## config.mk

```make
export PLATFORM = sky130hd
export DESIGN_NAME = mem_port_arbiter_flat
export DESIGN_NICKNAME = d
export VERILOG_FILES = /design/src/rtl/mem_port_arbiter_pkg.sv /design/src/rtl/mem_port_arbiter_if.sv /design/src/rtl/mem_port_arbiter_starve_counter.sv /design/src/rtl/mem_port_arbiter.sv /design/src/flat_wrapper.sv
export SDC_FILE = /design/constraint.sdc
export NUM_CORES = 1
export LEC_CHECK = 0
export CORE_AREA = 2 2 159 99
export DETAILED_ROUTE_END_ITERATION = 8
export DIE_AREA = 0 0 161 101
export PLACE_DENSITY = 0.79
export SLEW_MARGIN = 20
export SYNTH_ARGS = -nofsm -noshare
export SYNTH_HDL_FRONTEND = slang
export SYNTH_SLANG_ARGS = --single-unit
```

## constraint.sdc

```tcl
create_clock -name clk -period 2.4 [get_ports clk]
set_clock_uncertainty 0.2 [all_clocks]
set_input_delay 0.48 -clock clk [delete_from_list [all_inputs] [get_ports clk]]
set_output_delay 0.48 -clock clk [all_outputs]
set_load 0.005 [all_outputs]
```

## src/rtl/mem_port_arbiter_pkg.sv

```systemverilog
// Shared types and constants for the unified memory port arbiter.
package mem_port_arbiter_pkg;

  // Transaction sequencer states
  typedef enum logic [1:0] {
    IDLE   = 2'd0,
    BUSY_I = 2'd1,
    BUSY_D = 2'd2,
    DONE   = 2'd3
  } arb_state_t;

  // Owner of the most recent grant
  typedef enum logic {
    SEL_I = 1'b0,
    SEL_D = 1'b1
  } arb_sel_t;

  // Access size code for a full 32-bit word (instruction fetches)
  localparam logic [1:0] SIZE_WORD = 2'b10;

endpackage

```

## src/rtl/mem_port_arbiter_if.sv

```systemverilog
// Requester, pipeline-stall and memory-port signals of the arbiter.
// master: the arbiter itself (drives the memory port and completions).
// slave:  the surrounding pipeline and memory (drive requests and responses).
interface mem_port_arbiter_if;

  // Instruction-fetch requester
  logic        ireq;
  logic [31:0] iaddr;
  logic [31:0] irdata;
  logic        iready_n;

  // MEM-stage load/store requester
  logic        dreq;
  logic        dwrite;
  logic [31:0] daddr;
  logic [1:0]  dsize;
  logic [31:0] dwdata;
  logic [31:0] drdata;
  logic        dready_n;

  // Unified memory port
  logic        m_req;
  logic        m_write;
  logic [31:0] m_addr;
  logic [1:0]  m_size;
  logic [31:0] m_wdata;
  logic [31:0] m_rdata;
  logic        m_ready_n;
  logic        m_busy;

  // Pipeline register holds
  logic        keep_if;
  logic        keep_mem;

  modport master (
    input  ireq, iaddr,
    output irdata, iready_n,
    input  dreq, dwrite, daddr, dsize, dwdata,
    output drdata, dready_n,
    output m_req, m_write, m_addr, m_size, m_wdata,
    input  m_rdata, m_ready_n, m_busy,
    output keep_if, keep_mem
  );

  modport slave (
    output ireq, iaddr,
    input  irdata, iready_n,
    output dreq, dwrite, daddr, dsize, dwdata,
    input  drdata, dready_n,
    input  m_req, m_write, m_addr, m_size, m_wdata,
    output m_rdata, m_ready_n, m_busy,
    input  keep_if, keep_mem
  );

endinterface

```

## src/rtl/mem_port_arbiter_starve_counter.sv

```systemverilog
// Saturating counter of data grants made while a fetch is waiting.
module arb_starve_counter
  import mem_port_arbiter_pkg::*;
#(
  parameter int unsigned LIMIT = 4,
  parameter int unsigned W     = 3
) (
  input  logic         clk,
  input  logic         rst,
  input  logic         inc,
  input  logic         clr,
  output logic [W-1:0] cnt,
  output logic         at_limit
);

  localparam logic [W-1:0] LIMIT_V = W'(LIMIT);

  // Clear wins over increment; increment stops at LIMIT
  always_ff @(posedge clk or negedge rst) begin
    if (!rst) begin
      cnt <= '0;
    end else if (clr) begin
      cnt <= '0;
    end else if (inc && (cnt != LIMIT_V)) begin
      cnt <= cnt + W'(1);
    end
  end

  assign at_limit = (cnt == LIMIT_V);

endmodule

```

## src/rtl/mem_port_arbiter.sv

```systemverilog
// Shares one memory port between fetch and load/store requesters.
// Data side has priority; the starvation counter forces a fetch grant
// after STARVE_LIMIT consecutive data grants made while a fetch waits.
module mem_port_arbiter
  import mem_port_arbiter_pkg::*;
#(
  parameter int unsigned STARVE_LIMIT = 4,
  parameter int unsigned CNT_W        = 3
) (
  input  logic                clk,
  input  logic                rst,
  mem_port_arbiter_if.master  bus
);

  arb_state_t       state;
  arb_state_t       state_nx;
  arb_sel_t         sel;

  logic             grant_i;
  logic             grant_d;
  logic             xfer_done;
  logic             starve_inc;
  logic             starve_clr;
  logic             starve_at_limit;
  logic [CNT_W-1:0] starve_cnt;

  arb_starve_counter #(
    .LIMIT (STARVE_LIMIT),
    .W     (CNT_W)
  ) u_starve (
    .clk      (clk),
    .rst      (rst),
    .inc      (starve_inc),
    .clr      (starve_clr),
    .cnt      (starve_cnt),
    .at_limit (starve_at_limit)
  );

  // State register
  always_ff @(posedge clk or negedge rst) begin
    if (!rst) begin
      state <= IDLE;
    end else begin
      state <= state_nx;
    end
  end

  // Next-state logic
  always_comb begin
    state_nx = state;
    case (state)
      IDLE: begin
        if (grant_d) begin
          state_nx = BUSY_D;
        end else if (grant_i) begin
          state_nx = BUSY_I;
        end
      end
      BUSY_I,
      BUSY_D: begin
        if (!bus.m_ready_n) begin
          state_nx = DONE;
        end
      end
      DONE:    state_nx = IDLE;
      default: state_nx = IDLE;
    endcase
  end

  // Grant decode, completion detect, stall outputs and counter controls
  always_comb begin
    grant_i = 1'b0;
    grant_d = 1'b0;
    if ((state == IDLE) && !bus.m_busy) begin
      if (bus.dreq && !(bus.ireq && starve_at_limit)) begin
        grant_d = 1'b1;
      end else if (bus.ireq) begin
        grant_i = 1'b1;
      end
    end
    xfer_done    = ((state == BUSY_I) || (state == BUSY_D)) && !bus.m_ready_n;
    bus.keep_if  = bus.ireq && !((state == DONE) && (sel == SEL_I));
    bus.keep_mem = bus.dreq && !((state == DONE) && (sel == SEL_D));
    starve_inc   = grant_d && bus.ireq;
    starve_clr   = grant_i || ((state == IDLE) && !bus.ireq);
  end

  // Memory-port register bank, read-data capture and completion pulses
  always_ff @(posedge clk or negedge rst) begin
    if (!rst) begin
      sel          <= SEL_I;
      bus.m_req    <= 1'b0;
      bus.m_write  <= 1'b0;
      bus.m_addr   <= '0;
      bus.m_size   <= '0;
      bus.m_wdata  <= '0;
      bus.irdata   <= '0;
      bus.drdata   <= '0;
      bus.iready_n <= 1'b1;
      bus.dready_n <= 1'b1;
    end else begin
      bus.iready_n <= 1'b1;
      bus.dready_n <= 1'b1;
      if (grant_d) begin
        sel         <= SEL_D;
        bus.m_req   <= 1'b1;
        bus.m_write <= bus.dwrite;
        bus.m_addr  <= bus.daddr;
        bus.m_size  <= bus.dsize;
        bus.m_wdata <= bus.dwrite ? bus.dwdata : '0;
      end else if (grant_i) begin
        sel         <= SEL_I;
        bus.m_req   <= 1'b1;
        bus.m_write <= 1'b0;
        bus.m_addr  <= bus.iaddr;
        bus.m_size  <= SIZE_WORD;
        bus.m_wdata <= '0;
      end
      // The completion pulse is registered so it lines up with DONE
      if (xfer_done) begin
        bus.m_req <= 1'b0;
        if (state == BUSY_I) begin
          bus.irdata   <= bus.m_rdata;
          bus.iready_n <= 1'b0;
        end else begin
          if (!bus.m_write) begin
            bus.drdata <= bus.m_rdata;
          end
          bus.dready_n <= 1'b0;
        end
      end
    end
  end

endmodule
```

## src/flat_wrapper.sv

```systemverilog
// flat-port wrapper written by rule: the top's interface ports become plain ports
module mem_port_arbiter_flat import mem_port_arbiter_pkg::*;
#(
  parameter int unsigned STARVE_LIMIT = 4,
  parameter int unsigned CNT_W        = 3
)
  (clk, rst, bus_ireq, bus_iaddr, bus_irdata, bus_iready_n, bus_dreq, bus_dwrite, bus_daddr, bus_dsize, bus_dwdata, bus_drdata, bus_dready_n, bus_m_req, bus_m_write, bus_m_addr, bus_m_size, bus_m_wdata, bus_m_rdata, bus_m_ready_n, bus_m_busy, bus_keep_if, bus_keep_mem);
  mem_port_arbiter_if bus_i ();
  input  logic clk;
  input  logic rst;
  input wire logic [$bits(bus_i.ireq)-1:0] bus_ireq;
  input wire logic [$bits(bus_i.iaddr)-1:0] bus_iaddr;
  output wire logic [$bits(bus_i.irdata)-1:0] bus_irdata;
  output wire logic [$bits(bus_i.iready_n)-1:0] bus_iready_n;
  input wire logic [$bits(bus_i.dreq)-1:0] bus_dreq;
  input wire logic [$bits(bus_i.dwrite)-1:0] bus_dwrite;
  input wire logic [$bits(bus_i.daddr)-1:0] bus_daddr;
  input wire logic [$bits(bus_i.dsize)-1:0] bus_dsize;
  input wire logic [$bits(bus_i.dwdata)-1:0] bus_dwdata;
  output wire logic [$bits(bus_i.drdata)-1:0] bus_drdata;
  output wire logic [$bits(bus_i.dready_n)-1:0] bus_dready_n;
  output wire logic [$bits(bus_i.m_req)-1:0] bus_m_req;
  output wire logic [$bits(bus_i.m_write)-1:0] bus_m_write;
  output wire logic [$bits(bus_i.m_addr)-1:0] bus_m_addr;
  output wire logic [$bits(bus_i.m_size)-1:0] bus_m_size;
  output wire logic [$bits(bus_i.m_wdata)-1:0] bus_m_wdata;
  input wire logic [$bits(bus_i.m_rdata)-1:0] bus_m_rdata;
  input wire logic [$bits(bus_i.m_ready_n)-1:0] bus_m_ready_n;
  input wire logic [$bits(bus_i.m_busy)-1:0] bus_m_busy;
  output wire logic [$bits(bus_i.keep_if)-1:0] bus_keep_if;
  output wire logic [$bits(bus_i.keep_mem)-1:0] bus_keep_mem;
  assign bus_i.ireq = bus_ireq;
  assign bus_i.iaddr = bus_iaddr;
  assign bus_irdata = bus_i.irdata;
  assign bus_iready_n = bus_i.iready_n;
  assign bus_i.dreq = bus_dreq;
  assign bus_i.dwrite = bus_dwrite;
  assign bus_i.daddr = bus_daddr;
  assign bus_i.dsize = bus_dsize;
  assign bus_i.dwdata = bus_dwdata;
  assign bus_drdata = bus_i.drdata;
  assign bus_dready_n = bus_i.dready_n;
  assign bus_m_req = bus_i.m_req;
  assign bus_m_write = bus_i.m_write;
  assign bus_m_addr = bus_i.m_addr;
  assign bus_m_size = bus_i.m_size;
  assign bus_m_wdata = bus_i.m_wdata;
  assign bus_i.m_rdata = bus_m_rdata;
  assign bus_i.m_ready_n = bus_m_ready_n;
  assign bus_i.m_busy = bus_m_busy;
  assign bus_keep_if = bus_i.keep_if;
  assign bus_keep_mem = bus_i.keep_mem;
  mem_port_arbiter #(.STARVE_LIMIT(STARVE_LIMIT), .CNT_W(CNT_W)) u_core (.clk(clk), .rst(rst), .bus(bus_i));
endmodule
```

-- Yosys cells after proc, flatten, opt, wreduce, memory -nomap -nowiden
Cells that the tools add are included.
W data, S select, Z words.
- logic and storage cells: 78
- input bits: 137
- latch bits: 0
- flip-flop bits (word level): 140
- RAM bits: 0
- memories: 0
- bits in read-only memories: 0
- multiplexer cells: 28
- divide/modulo/power cells: 0
- bitwise logic cells: 3
- equal/unequal tests: 7
- order comparisons: 0
- reduce and logical (&&, ||, !) cells: 27
- $mul: 0
- add/subtract/negate cells: 1
- shift-type cells: 0
- operators with widths (kind ; count):
    $mux W32 ; 5
    $mux W1 ; 15
    $logic_and A1 B1 Y1 ; 11
    $mux W2 ; 5
    $logic_not A1 Y1 ; 6
    $mux W3 ; 2
    $pmux W2 S3 ; 1
    $eq A2 B2 Y1 const B ; 2
    $reduce_and A2 Y1 ; 2
    $reduce_bool A2 Y1 ; 2
    $add A3 B1 Y3 const B ; 1
    $eq A3 B3 Y1 const B ; 1
    $ne A3 B1 Y1 const B ; 1
    $ne A3 B3 Y1 const B ; 1
    $not A1 Y1 ; 3
    $reduce_and A3 Y1 ; 1
    $reduce_bool A3 Y1 ; 1
    $eq A2 B1 Y1 const B ; 1
    $logic_not A2 Y1 ; 1
    $logic_or A1 B1 Y1 ; 2
    $ne A2 B2 Y1 const B ; 1
    $reduce_or A2 Y1 ; 1

-- Logic depth before layout (Yosys ltp)
- word-level depth: 10
- mapped depth: 7
- gate-level depth less buffers: 5

-- Hierarchy
Synthesis repeated with hierarchy kept, for this count alone.
- cells, all modules: 419
- area total of the unflattened synthesis: 5860.6 sq um
- modules (own cells, without submodules) (module ; area an instance (sq um) ; cells each ; sequential area each (sq um) ; times used):
    mem_port_arbiter ; 5667.9 ; 401 ; 3430.8 ; 1
    arb_starve_counter ; 192.7 ; 18 ; 75.1 ; 1

-- Least setup slack after synthesis
OpenSTA, ideal clock, no wires.
- path kind: reg-to-reg
- start point: register u_core.state[0]
- end point: register u_core.bus.drdata[10]
- period minus slack after synthesis: 2.055 ns
- arrival: 1.730 ns
- path slack: 0.345 ns
- cell stages (with the launch flop): 7
- setup time: 0.125 ns
- cell sequence: dfrtp_1 -> inv_1 -> ha_1 -> and2b_1 -> nor3b_2 -> buf_4 -> mux2_2
- longest elaborated chain between the ends: 4
- elaborated cells between the ends (all ways): 6
- classes of those cells: eq/ne: 2; bitwise: 1; reduce/logical: 3
- RTL lines (element ; RTL line ; RTL):
    start, declared ; mem_port_arbiter.sv:15 ; arb_state_t state;
    start signal, assigned ; mem_port_arbiter.sv:44 ; state <= state_nx;
    $eq A2 B1 Y1 / $eq A2 B2 Y1 (equally long branches) ; mem_port_arbiter.sv:81, mem_port_arbiter.sv:122 ;
    $logic_or A1 B1 Y1 ; mem_port_arbiter.sv:81 ; xfer_done = ((state == BUSY_I) || (state == BUSY_D)) && !bus.m_ready_n;
    $logic_and A1 B1 Y1 ; mem_port_arbiter.sv:81 ;
    $reduce_and A3 Y1 (no source line) (*) ; n/a ;
    end signal, assigned ; mem_port_arbiter.sv:127 ; bus.drdata <= bus.m_rdata;
    end, declared ; mem_port_arbiter_if.sv:39 ; output drdata, dready_n,
Mark *: on every way between the ends. The rest lies on a longest branch, timed or not.
A chain may end at the register's enable or synchronous reset.

-- Worst setup path after layout
- start point: register u_core.state[0]
- end point: register u_core.bus.drdata[4]
The elaborated chain is that of the path after synthesis.

==> impl_metrics.py <==
metrics = {
    "status": {
        "status": "finished clean",
    },
    "critical_path": {
        "slowest_stage": "mux2_2",
        "reg2regPathDepth": 7,
        "end_kind": "flip-flop",
        "crit_end": "u_core.bus.drdata[4]",
        "worstPathRequired_ns": 2.48,
        "crit_chain": "buf_4, inv_1, ha_1, and2b_1, nor3b_4, buf_12, mux2_2",
        "crit_buf_inv": 3,
        "crit_family": "simple AND/OR/NAND/NOR gates",
        "cpPeakStageDelay_ns": 0.37,
        "cp-start-kind": "flip-flop",
        "r2r_end": "u_core.bus.drdata[4]",
        "arrival_ns": 2.33,
        "r2r_slack_ns": 0.15,
        "cp-startpoint": "u_core.state[0]",
        "crit_type": "flip-flop to flip-flop",
        "critPathMaxFanout": 32,
        "regToRegStartpoint": "u_core.state[0]",
        "cp.depth": 7,
    },
    "detailed_routing": {
        "viasPerCell": 4.83,
        "wl_met3_mm": 1.37,
        "detail_route.wl_per_cell_um": 17.4,
        "vias": 4570,
        "wl_mm": 16.5,
        "drt_pre_antenna_iters": 7,
        "wirelength_met1_mm": 6.86,
        "antenna_left": 0,
        "highest_layer": "met4",
        "met2WireLength_mm": 8.00,
        "drc": 0,
        "drt_first_iter_violations": 182,
    },
    "placement": {
        "portBuffers": 272,
        "hpwl_mm": 12.1,
        "dpl-instance-area_mm2": 0.00915,
        "gp_congestion": 0.758,
        "post-place-ws_ns": 0.0192,
    },
    "timing": {
        "period_minus_slack_ns": 2.25,
        "hold_viol_final": 0,
        "slew_violations": 0,
        "max_slew_margin_pct": 59.9,
        "tightest_slew_ns": 0.601,
        "finalSetupViolCount": 0,
        "rsz0062_at_grt": "no",
        "setup_slack_ns": 0.150,
        "finalCritPeriodShare_pct": 93.7,
        "tns_ns": 0,
        "clock.fmax_mhz": 445,
    },
    "clocking": {
        "clk_latency_ns": 0.41,
        "path_clk_slew_ns": 0.06,
        "cts_tree": "built",
        "cts_root_buf": "clkbuf_16",
        "cts_max_path_buffers": 2,
        "cts_htree_levels": 4,
        "cts_sinks": 140,
        "numCtsBuffers": 17,
    },
    "yosys": {
        "syn-num-nets": 588,
        "syn_avg_cell_area_um2": 13.7,
        "ys_types": 33,
        "synthCells": 445,
        "ys_seq_elements": 140,
        "ys_warn_count": 0,
        "synthArstFlopShare_pct": 100,
        "synth-edff-count": 0,
        "ys.flop_type": "dfrtp_1",
        "synthesis.area_mm2": 0.00608,
        "yosysSeqAreaShare_pct": 57.7,
    },
    "worst_hold_path": {
        "hold_path.class": "flip-flop to flip-flop",
    },
    "grt": {
        "grt_max_degree": 61,
        "grt_pass1_wl_mm": 26.0,
        "grt_remaining_overflow": 0,
        "grt_pass1_vias": 4966,
        "grt_usage_pct": 20.6,
        "antenna_found_initial": 0,
    },
    "run": {
        "maxCapViolCount": 0,
    },
    "die": {
        "fp-row-count": 35,
        "start_util_pct": 40.8,
        "die_x_um": 161,
        "pin_count": 273,
        "die_y_um": 101,
        "core-area_mm2": 0.0149,
        "die_area_mm2": 0.0163,
    },
    "layout": {
        "regArea_mm2": 0.00351,
        "postLayoutCellArea_mm2": 0.00975,
        "num-fill-cells": 1111,
        "drive_above_1_share_pct": 25.0,
        "nNetsFinal": 873,
        "antenna_cells": 0,
        "areaGrowthSynthToFinish_pct": 60.3,
        "multi_input_area_mm2": 0.00240,
        "final_util_pct": 65.5,
    },
    "pwr": {
        "vdd_drop_max_v": 0.000524,
        "leakage_uw": 0.00439,
        "total_power_uw": 12100,
        "powerDensity_mw_per_mm2": 1240,
    },
}
-- cell type report --
type | instances | area share (%)
Multi-Input combinational cell | 271 | 24.6
Tap cell | 203 | 2.61
Timing Repair Buffer | 292 | 30.5
Inverter | 8 | 0.308
Clock inverter | 14 | 1.53
Clock buffer | 18 | 4.40
Sequential cell | 140 | 36.0
-- per-stage QoR --
stage | cells | hold WS, ns
floorplan | 445 | -0.0156
global placement | 912 | 0.286
detailed placement | 912 | 0.294
CTS | 946 | 0.309
global route | 946 | 0.319
finish | 946 | 0.306
-- sequential cells by signal (all words and copies together) (netlist names), 2 cells and up --
signal               cells
u_core.bus.drdata       32
u_core.bus.irdata       32
u_core.bus.m_addr       32
u_core.bus.m_wdata      32
u_core.u_starve.cnt      3
u_core.bus.m_size        2
u_core.state             2
-- cells in the mapped netlist, types with 3 or more instances --
cell type	number	area [um^2]
a21boi_0	3	22.5
a22oi_1	3	22.5
buf_1	3	11.3
buf_2	11	55.1
buf_4	3	22.5
buf_6	3	33.8
clkbuf_1	5	18.8
dfrtp_1	138	3450
ha_1	6	75.1
inv_1	8	30.0
mux2_2	125	1410
mux2_4	4	60.1
mux2i_1	36	360
nand2_1	68	255
nand3_1	3	15.0
nor2_1	3	11.3
o21ai_0	4	20.0
-- cell families after synthesis --
group | count (synthesis) | share of synthesized area, %
compound gates | 17 | 1.98
fa+ha+maj | 6 | 1.23
buf+inv | 34 | 3.05
flops | 140 | 57.7
mux | 165 | 30.1
simple gates | 83 | 6.01
-- cells in the final DEF (no fill, tap or decap), drive strengths merged --
master           n
dlygate4sd3      1
clkinvlp         4
dfrtp          138
dlymetal6s2s     1
clkbuf          18
ha               6
nor2             3
dlygate4sd2      1
nand2b           1
nand3b           1
a221oi           1
mux2           129
buf             20
bufinv           1
clkinv           1
nor3b            1
and3b            1
nor3             1
a41oi            2
and2b            2
mux2i           36
a21boi           3
nand2           68
a22oi            3
o21bai           1
a31oi            1
a21oi            1
a21bo            1
nand3            4
dfstp            2
o21ai            4
inv             16
clkdlybuf4s50  269
nor2b            1
-- where the power goes --
part           leakage [uW]  total [uW]  switching (uW)  internal [uW]
registers           0.00171        4220             661           3560
clock network      0.000272        2580            1110           1470
logic               0.00240        5330            1740           3590
total               0.00439       12100            3510           8620
-- timing repair --
action / 4_1_cts / 5_1_grt
endpoints found under the hold margin: 54 / 0
setup buffers: 1 / 0
pin swaps: 0 / 0
gates resized for setup: 2 / 1
endpoints found under the setup margin: 2 / 1
gates cloned: 0 / 0
hold buffers: 1 / 0
-- metal layers --
metal / up-vias / GRT usage (%)
met5: - / 0
met4: 0 / 7.62
met3: 21 / 7.40
met2: 194 / 34.6
met1: 2244 / 24.6
li1: 2111 / -
-- worst min path at each step --
stage	from	end	slack, ns	depth (start not counted)
floorplan	rst	u_core.bus.drdata[0]	-0.02	0
CTS	u_core.bus.irdata[13]	u_core.bus.irdata[13]	0.31	1
finish	u_core.bus.irdata[20]	u_core.bus.irdata[20]	0.31	1
detailed placement	u_core.bus.irdata[22]	u_core.bus.irdata[22]	0.29	1
global placement	rst	u_core.bus.irdata[21]	0.29	1
global route	u_core.bus.drdata[3]	u_core.bus.drdata[3]	0.32	1
Power figures use the tool's default switching activity.
